**src/rtl/fp_exec_unit.sv**
```systemverilog
// fp_exec_unit
//   Multi-cycle single-precision FP execute stage feeding the FP register file.
//   Five-state pipeline-in-time: IDLE -> UNPACK -> ALIGN -> EXEC -> NORM -> IDLE.
//   Results are truncated (round toward zero). Denormal inputs and outputs are
//   treated as signed zero.
//
// Ports
//   clk, rst_n          clock, asynchronous active-low reset
//   start               issue strobe, only honoured in IDLE
//   fp_op               00 add, 01 sub, 10 mul, 11 mov
//   fs_data, ft_data    IEEE-754 single operands A and B
//   fd                  destination register index
//   busy                high while an operation is in flight
//   done, fp_reg_write  one-cycle write-back strobe
//   write_reg           fd latched at accept
//   write_data          result, held until the next done
//   flag_ov/uf/inv      exception flags, valid with done, cleared at next accept
module fp_exec_unit #(
  parameter bit LATENCY_CHECK = 1'b1
) (
  input  logic        clk,
  input  logic        rst_n,
  input  logic        start,
  input  logic [1:0]  fp_op,
  input  logic [31:0] fs_data,
  input  logic [31:0] ft_data,
  input  logic [4:0]  fd,
  output logic        busy,
  output logic        done,
  output logic        fp_reg_write,
  output logic [4:0]  write_reg,
  output logic [31:0] write_data,
  output logic        flag_ov,
  output logic        flag_uf,
  output logic        flag_inv
);

  localparam logic [1:0]  OP_SUB = 2'b01;
  localparam logic [1:0]  OP_MUL = 2'b10;
  localparam logic [1:0]  OP_MOV = 2'b11;
  localparam logic [31:0] QNAN   = 32'h7FC0_0000;

  typedef enum logic [2:0] {S_IDLE, S_UNPACK, S_ALIGN, S_EXEC, S_NORM} state_t;
  state_t state_reg;

  // Latched operation
  logic [31:0] opnd_reg [2];
  logic [1:0]  op_reg;

  // Unpacked operands (index 0 = A, 1 = B)
  logic [1:0]  sgn_reg, zero_reg, inf_reg, nan_reg;
  logic [7:0]  exp_reg [2];
  logic [23:0] man_reg [2];
  logic [1:0]  sgn_next, zero_next, inf_next, nan_next;
  logic [7:0]  exp_next [2];
  logic [23:0] man_next [2];

  // Aligned operands
  logic              big_sgn_reg, eff_sub_reg;
  logic [7:0]        big_exp_reg;
  logic [23:0]       big_man_reg, sml_man_reg;
  logic signed [9:0] mul_exp_reg;
  logic              big_sgn_next, eff_sub_next;
  logic [7:0]        big_exp_next;
  logic [23:0]       big_man_next, sml_man_next;
  logic signed [9:0] mul_exp_next;

  // Raw arithmetic results; the product keeps only bits [47:23]
  logic [24:0] sum_reg, sum_next;
  logic [24:0] prod_reg, prod_next;

  // Final result
  logic [31:0] res_next;
  logic        ov_next, uf_next, inv_next;

  logic accept;
  assign accept = (state_reg == S_IDLE) && start;

  // ---------------- UNPACK ----------------
  genvar gi;
  generate
    for (gi = 0; gi < 2; gi++) begin : g_unpack
      logic [7:0]  e;
      logic [22:0] f;
      assign e             = opnd_reg[gi][30:23];
      assign f             = opnd_reg[gi][22:0];
      assign sgn_next[gi]  = opnd_reg[gi][31];
      assign zero_next[gi] = (e == 8'd0);          // zero and denormal alike
      assign inf_next[gi]  = (e == 8'hFF) && (f == 23'd0);
      assign nan_next[gi]  = (e == 8'hFF) && (f != 23'd0);
      assign exp_next[gi]  = e;
      assign man_next[gi]  = (e == 8'd0) ? 24'd0 : {1'b1, f};
    end
  endgenerate

  // ---------------- ALIGN ----------------
  logic        sb_eff;     // sign of B after folding in the subtract
  logic        a_ge;
  logic [7:0]  exp_diff;
  logic [23:0] sml_raw;

  always_comb begin
    sb_eff       = sgn_reg[1] ^ (op_reg == OP_SUB);
    // Magnitude compare on {exp, mantissa} orders the operands without a subtract
    a_ge         = {exp_reg[0], man_reg[0]} >= {exp_reg[1], man_reg[1]};
    big_sgn_next = a_ge ? sgn_reg[0] : sb_eff;
    eff_sub_next = sgn_reg[0] ^ sb_eff;
    big_exp_next = a_ge ? exp_reg[0] : exp_reg[1];
    big_man_next = a_ge ? man_reg[0] : man_reg[1];
    sml_raw      = a_ge ? man_reg[1] : man_reg[0];
    exp_diff     = a_ge ? (exp_reg[0] - exp_reg[1]) : (exp_reg[1] - exp_reg[0]);
    sml_man_next = (exp_diff >= 8'd26) ? 24'd0 : (sml_raw >> exp_diff);
    mul_exp_next = $signed({2'b00, exp_reg[0]}) + $signed({2'b00, exp_reg[1]}) - 10'sd127;
  end

  // ---------------- EXEC ----------------
  logic [47:0] prod_full;
  logic        unused_bits;

  always_comb begin
    // Larger magnitude is always on the left, so the difference never goes negative
    sum_next  = eff_sub_reg ? ({1'b0, big_man_reg} - {1'b0, sml_man_reg})
                            : ({1'b0, big_man_reg} + {1'b0, sml_man_reg});
    prod_full = {24'd0, man_reg[0]} * {24'd0, man_reg[1]};
    prod_next = prod_full[47:23];
  end

  // ---------------- NORM ----------------
  function automatic logic [33:0] pack_result(input logic s,
                                              input logic signed [9:0] e,
                                              input logic [22:0] m);
    // {ov, uf, ieee}
    if (e >= 10'sd255)     pack_result = {2'b10, s, 8'hFF, 23'd0};
    else if (e <= 10'sd0)  pack_result = {2'b01, s, 31'd0};
    else                   pack_result = {2'b00, s, e[7:0], m};
  endfunction

  logic [4:0]        lead;
  logic [4:0]        norm_sh;
  logic [23:0]       sum_shl;
  logic [22:0]       add_man, mul_man;
  logic signed [9:0] add_exp, mul_exp;
  logic [33:0]       packed_res;
  logic              mul_sgn;

  assign unused_bits = ^{prod_full[22:0], sum_shl[23]};

  always_comb begin
    lead = 5'd0;
    for (int i = 0; i < 25; i++) begin
      if (sum_reg[i]) lead = i[4:0];   // highest set bit wins
    end
    norm_sh = 5'd23 - lead;            // only used when no carry-out
    sum_shl = sum_reg[23:0] << norm_sh;
    if (sum_reg[24]) begin
      add_man = sum_reg[23:1];
      add_exp = $signed({2'b00, big_exp_reg}) + 10'sd1;
    end else begin
      add_man = sum_shl[22:0];
      add_exp = $signed({2'b00, big_exp_reg}) - $signed({5'd0, norm_sh});
    end

    // Product of two [1,2) mantissas lies in [1,4): at most one bit of shift
    if (prod_reg[24]) begin
      mul_man = prod_reg[23:1];
      mul_exp = mul_exp_reg + 10'sd1;
    end else begin
      mul_man = prod_reg[22:0];
      mul_exp = mul_exp_reg;
    end
    mul_sgn = sgn_reg[0] ^ sgn_reg[1];

    res_next   = 32'd0;
    ov_next    = 1'b0;
    uf_next    = 1'b0;
    inv_next   = 1'b0;
    packed_res = 34'd0;

    if (op_reg == OP_MOV) begin
      res_next = opnd_reg[0];
    end else if (|nan_reg) begin
      res_next = QNAN;
      inv_next = 1'b1;
    end else if (op_reg == OP_MUL) begin
      if ((|inf_reg) && (|zero_reg)) begin
        res_next = QNAN;
        inv_next = 1'b1;
      end else if (|inf_reg) begin
        res_next = {mul_sgn, 8'hFF, 23'd0};
      end else if (|zero_reg) begin
        res_next = {mul_sgn, 31'd0};
      end else begin
        packed_res = pack_result(mul_sgn, mul_exp, mul_man);
        {ov_next, uf_next, res_next} = packed_res;
      end
    end else begin
      if ((&inf_reg) && (sgn_reg[0] != sb_eff)) begin
        res_next = QNAN;
        inv_next = 1'b1;
      end else if (inf_reg[0]) begin
        res_next = {sgn_reg[0], 8'hFF, 23'd0};
      end else if (inf_reg[1]) begin
        res_next = {sb_eff, 8'hFF, 23'd0};
      end else if (sum_reg == 25'd0) begin
        res_next = 32'd0;
      end else begin
        packed_res = pack_result(big_sgn_reg, add_exp, add_man);
        {ov_next, uf_next, res_next} = packed_res;
      end
    end
  end

  // ---------------- Control FSM and all state ----------------
  always_ff @(posedge clk or negedge rst_n) begin
    if (!rst_n) begin
      state_reg    <= S_IDLE;
      busy         <= 1'b0;
      done         <= 1'b0;
      fp_reg_write <= 1'b0;
      write_reg    <= 5'd0;
      write_data   <= 32'd0;
      flag_ov      <= 1'b0;
      flag_uf      <= 1'b0;
      flag_inv     <= 1'b0;
      op_reg       <= 2'd0;
      for (int i = 0; i < 2; i++) begin
        opnd_reg[i] <= 32'd0;
        exp_reg[i]  <= 8'd0;
        man_reg[i]  <= 24'd0;
      end
      sgn_reg      <= 2'd0;
      zero_reg     <= 2'd0;
      inf_reg      <= 2'd0;
      nan_reg      <= 2'd0;
      big_sgn_reg  <= 1'b0;
      eff_sub_reg  <= 1'b0;
      big_exp_reg  <= 8'd0;
      big_man_reg  <= 24'd0;
      sml_man_reg  <= 24'd0;
      mul_exp_reg  <= 10'sd0;
      sum_reg      <= 25'd0;
      prod_reg     <= 25'd0;
    end else begin
      done         <= 1'b0;
      fp_reg_write <= 1'b0;
      case (state_reg)
        S_IDLE: begin
          if (start) begin
            opnd_reg[0] <= fs_data;
            opnd_reg[1] <= ft_data;
            op_reg      <= fp_op;
            write_reg   <= fd;
            flag_ov     <= 1'b0;
            flag_uf     <= 1'b0;
            flag_inv    <= 1'b0;
            busy        <= 1'b1;
            state_reg   <= S_UNPACK;
          end
        end
        S_UNPACK: begin
          sgn_reg   <= sgn_next;
          zero_reg  <= zero_next;
          inf_reg   <= inf_next;
          nan_reg   <= nan_next;
          for (int i = 0; i < 2; i++) begin
            exp_reg[i] <= exp_next[i];
            man_reg[i] <= man_next[i];
          end
          state_reg <= S_ALIGN;
        end
        S_ALIGN: begin
          big_sgn_reg <= big_sgn_next;
          eff_sub_reg <= eff_sub_next;
          big_exp_reg <= big_exp_next;
          big_man_reg <= big_man_next;
          sml_man_reg <= sml_man_next;
          mul_exp_reg <= mul_exp_next;
          state_reg   <= S_EXEC;
        end
        S_EXEC: begin
          sum_reg   <= sum_next;
          prod_reg  <= prod_next;
          state_reg <= S_NORM;
        end
        S_NORM: begin
          write_data   <= res_next;
          flag_ov      <= ov_next;
          flag_uf      <= uf_next;
          flag_inv     <= inv_next;
          done         <= 1'b1;
          fp_reg_write <= 1'b1;
          busy         <= 1'b0;
          state_reg    <= S_IDLE;
        end
        default: state_reg <= S_IDLE;
      endcase
    end
  end

  // Accept at edge N must show done in the cycle after edge N+4
  generate
    if (LATENCY_CHECK) begin : g_lat_chk
      logic [4:0] acc_pipe_reg;
      always_ff @(posedge clk or negedge rst_n) begin
        if (!rst_n) acc_pipe_reg <= 5'd0;
        else        acc_pipe_reg <= {acc_pipe_reg[3:0], accept};
      end
      always @(posedge clk) begin
        if (rst_n) assert (acc_pipe_reg[4] == done);
      end
    end
  endgenerate

endmodule

```
**config.mk**
```make
export PLATFORM = sky130hd
export DESIGN_NAME = fp_exec_unit
export DESIGN_NICKNAME = d
export VERILOG_FILES = /design/src/rtl/fp_exec_unit.sv
export SDC_FILE = /design/constraint.sdc
export NUM_CORES = 2
export LEC_CHECK = 0
export BUFFER_PORTS_ARGS = -buffer_cell sky130_fd_sc_hd__buf_2
export CORE_MARGIN = 2
export CORE_UTILIZATION = 53
export CTS_CLUSTER_DIAMETER = 120
export DETAILED_ROUTE_END_ITERATION = 10
export GPL_ROUTABILITY_DRIVEN = 1
export PLACE_DENSITY = 0.7
export SYNTH_ARGS = -nofsm -noshare
export SYNTH_HDL_FRONTEND = slang
export SYNTH_SLANG_ARGS = --single-unit
```
**constraint.sdc**
```tcl
create_clock -name clk -period 11 [get_ports clk]
set_input_delay 1.1 -clock clk [delete_from_list [all_inputs] [get_ports clk]]
set_output_delay 1.1 -clock clk [all_outputs]
set_load 0.1 [all_outputs]
```
==> flow_summary.ini <==
[synthesis]
avgSynthCellArea_um2 = 9.18
syn_inst = 4029
yosysUniqueCellTypes = 82
yosysSeqAreaShare_pct = 20.4
synth.top_cells.by_count = inv_1, nand2_1, fa_1
ys_ff_latch = 301
syn_nets = 4869
synth_top_area_cell = fa_1
synthFlopType = dfrtp_1
ys_warn_count = 0
synth_top_area_share_pct = 26.3
post-synth-top-count-cell = inv_1
async_reset_ff_share_pct = 100
synth-edff-count = 0
ys_top_cells_by_area = fa_1, dfrtp_1, ha_1, inv_1, nand2_1
syn_area_um2 = 37000

[worst_setup_path]
end_kind = flop
r2r_start = man_reg[9]
cpMaxStageDelayCell = dfrtp_1
arrival_ps = 9110
crit_type = reg -> reg
worstPathRequired_ps = 11460
critical_path.startpoint = man_reg[9]
max_stage_delay_ps = 1020
path_common_cell = fa_1
startpoint_type = flop
crit_fanout = 27

[drt]
via_count = 29383
wl_per_cell_um = 23.1
ant_nets = 0
drc = 0
first_pass_iters = 7
viasPerCell = 5.92
wl_um = 115000
drtIter0Drc = 2868

[timing]
slew_headroom_pct = 25.0
max_freq_mhz = 116
hold_ws_ps = 480
maxSlewViolCount = 0
final.setup.tns_ps = 0
setup_viol = 0
fin_skew_ps = 16.0
finalHoldViolations = 0
rsz0062_at_grt = false
fin_crit_sh_pct = 78.6
min_period_ps = 8650
tightest_slew_ps = 1120

[clock_tree]
cts_num_sinks = 301
cts_max_level = 2
post_cts_resized = 0
cts_tree = yes
post_cts_buffers = 0
clkLatencyLatePin_ps = 550
numCtsBuffers = 34
root_buffer = clkbuf_16
clk_pin_slew_ps = 70
clockBufferDepth = 3
cts_hold_buf = 0

[final_layout]
final-seq-area_um2 = 7530
multi_input_area_um2 = 26300
nets = 4843
largest_register_ffs = 48
final_layout_size_suffix_gt1_share_pct = 9.36
num-fill-cells = 6117
area_growth_pct = 6.84

[grt]
antenna_found_initial = 9
grt_pass1_wl_um = 177000
grt_pass1_vias = 30082
grt_usage_pct = 32.7
grt_max_degree = 103
grt_overflow = 0

[worst_hold_path]
hp-start = busy
min_path_type = reg -> reg

[die]
rows = 96
core_area_um2 = 68800
die_w_um = 268
start_util_pct = 53.7
io_pins = 117
fp.dieArea_um2 = 71900
die_height_um = 268

[placed_design]
place_congestion = 0.962
port_buffers = 116
dp_hpwl_um = 86900

[run]
max-cap-violations = 0

[run_status]
outcome = completed
cells in the final DEF, fill, tap and decap left out, types with 16 or more instances in the layout:
master and instances:
o21a_1 16, nand4_1 20, fa_1 486, dfrtp_1 299, clkbuf_16 35, ha_1 280
o22ai_1 34, buf_4 66, xnor2_1 64, nor3_1 59, mux2_2 104, nand2_1 550
o21ai_0 172, and2_1 214, nor4_1 33, a21o_1 32, buf_2 115, xor2_1 30
nand3_1 47, nor2b_1 19, a22o_1 50, nand2b_1 18, nor2_1 163, a31oi_1 16
a211oi_1 19, inv_1 580, mux2i_1 149, a21oi_1 126
final cells by class:
class                      count  area share (%)
multi-input combinational   2900            66.6
sequential                   301            19.1
inverter                     584            5.55
tap                          931            2.95
timing repair buffer         182            2.75
clock buffer                  44            2.40
clock inverter                17           0.627
antenna                        5          0.0317
logic make-up (layout without fill, tap and decap cells):
group           Yosys count  count (layout)  share of synthesized area (%)
fa+ha+maj               766             766                           35.8
simple gates           1182            1182                           15.0
buf+inv                 828             827                           8.60
compound gates          599             599                           10.5
other cells               0               5                              0
xor+xnor                 96              96                           2.32
flops                   301             301                           20.4
mux                     257             257                           7.41
final timing paths:
path                       cells past startpoint           end  slack [ps]
setup reg to reg                              26  prod_reg[23]        2350
min in group asynchronous                      1          busy         560
setup / recovery                              26  prod_reg[23]        2350
max in group asynchronous                      2   man_reg[22]        8890
hold / removal                                 1          busy         480
hold reg to reg                                1          busy         480
through the flow:
step                      instances  worst slack, ps  utilization [%]  instance area (µm²)
after floorplan                4029             3590                -                37000
after global placement         4898             2610             55.7                38300
after detailed placement       4898             2470             55.7                38300
after CTS                      4959             2450             57.4                39500
after global routing           4964             2050             57.4                39500
final                          4964             2350             57.4                39500
layer usage:
layer | wire, µm | vias to the layer above | part of all wire, % | global-route usage (%)
met1 | 45800 | 14737 | 40 | 43.1
met2 | 52700 | 1327 | 46 | 52.3
li1 | - | 13020 | - | -
met4 | 6030 | 4 | 5.3 | 15.6
met5 | 24 | - | 0.021 | 0
met3 | 9990 | 295 | 8.7 | 5.99
worst max-delay path: cells and delay by family (launching register included):
family / cells / cell delay, ps
buffers and inverters: 5 / 250
adder cells (fa/ha/maj): 8 / 3870
flip-flops: 1 / 1020
AND/OR/NAND/NOR: 4 / 670
AO/OA/AOI/OAI: 9 / 2710
Power is not shown: default switching activity piles up to over one toggle a cycle in this logic, so the estimate is an artifact.
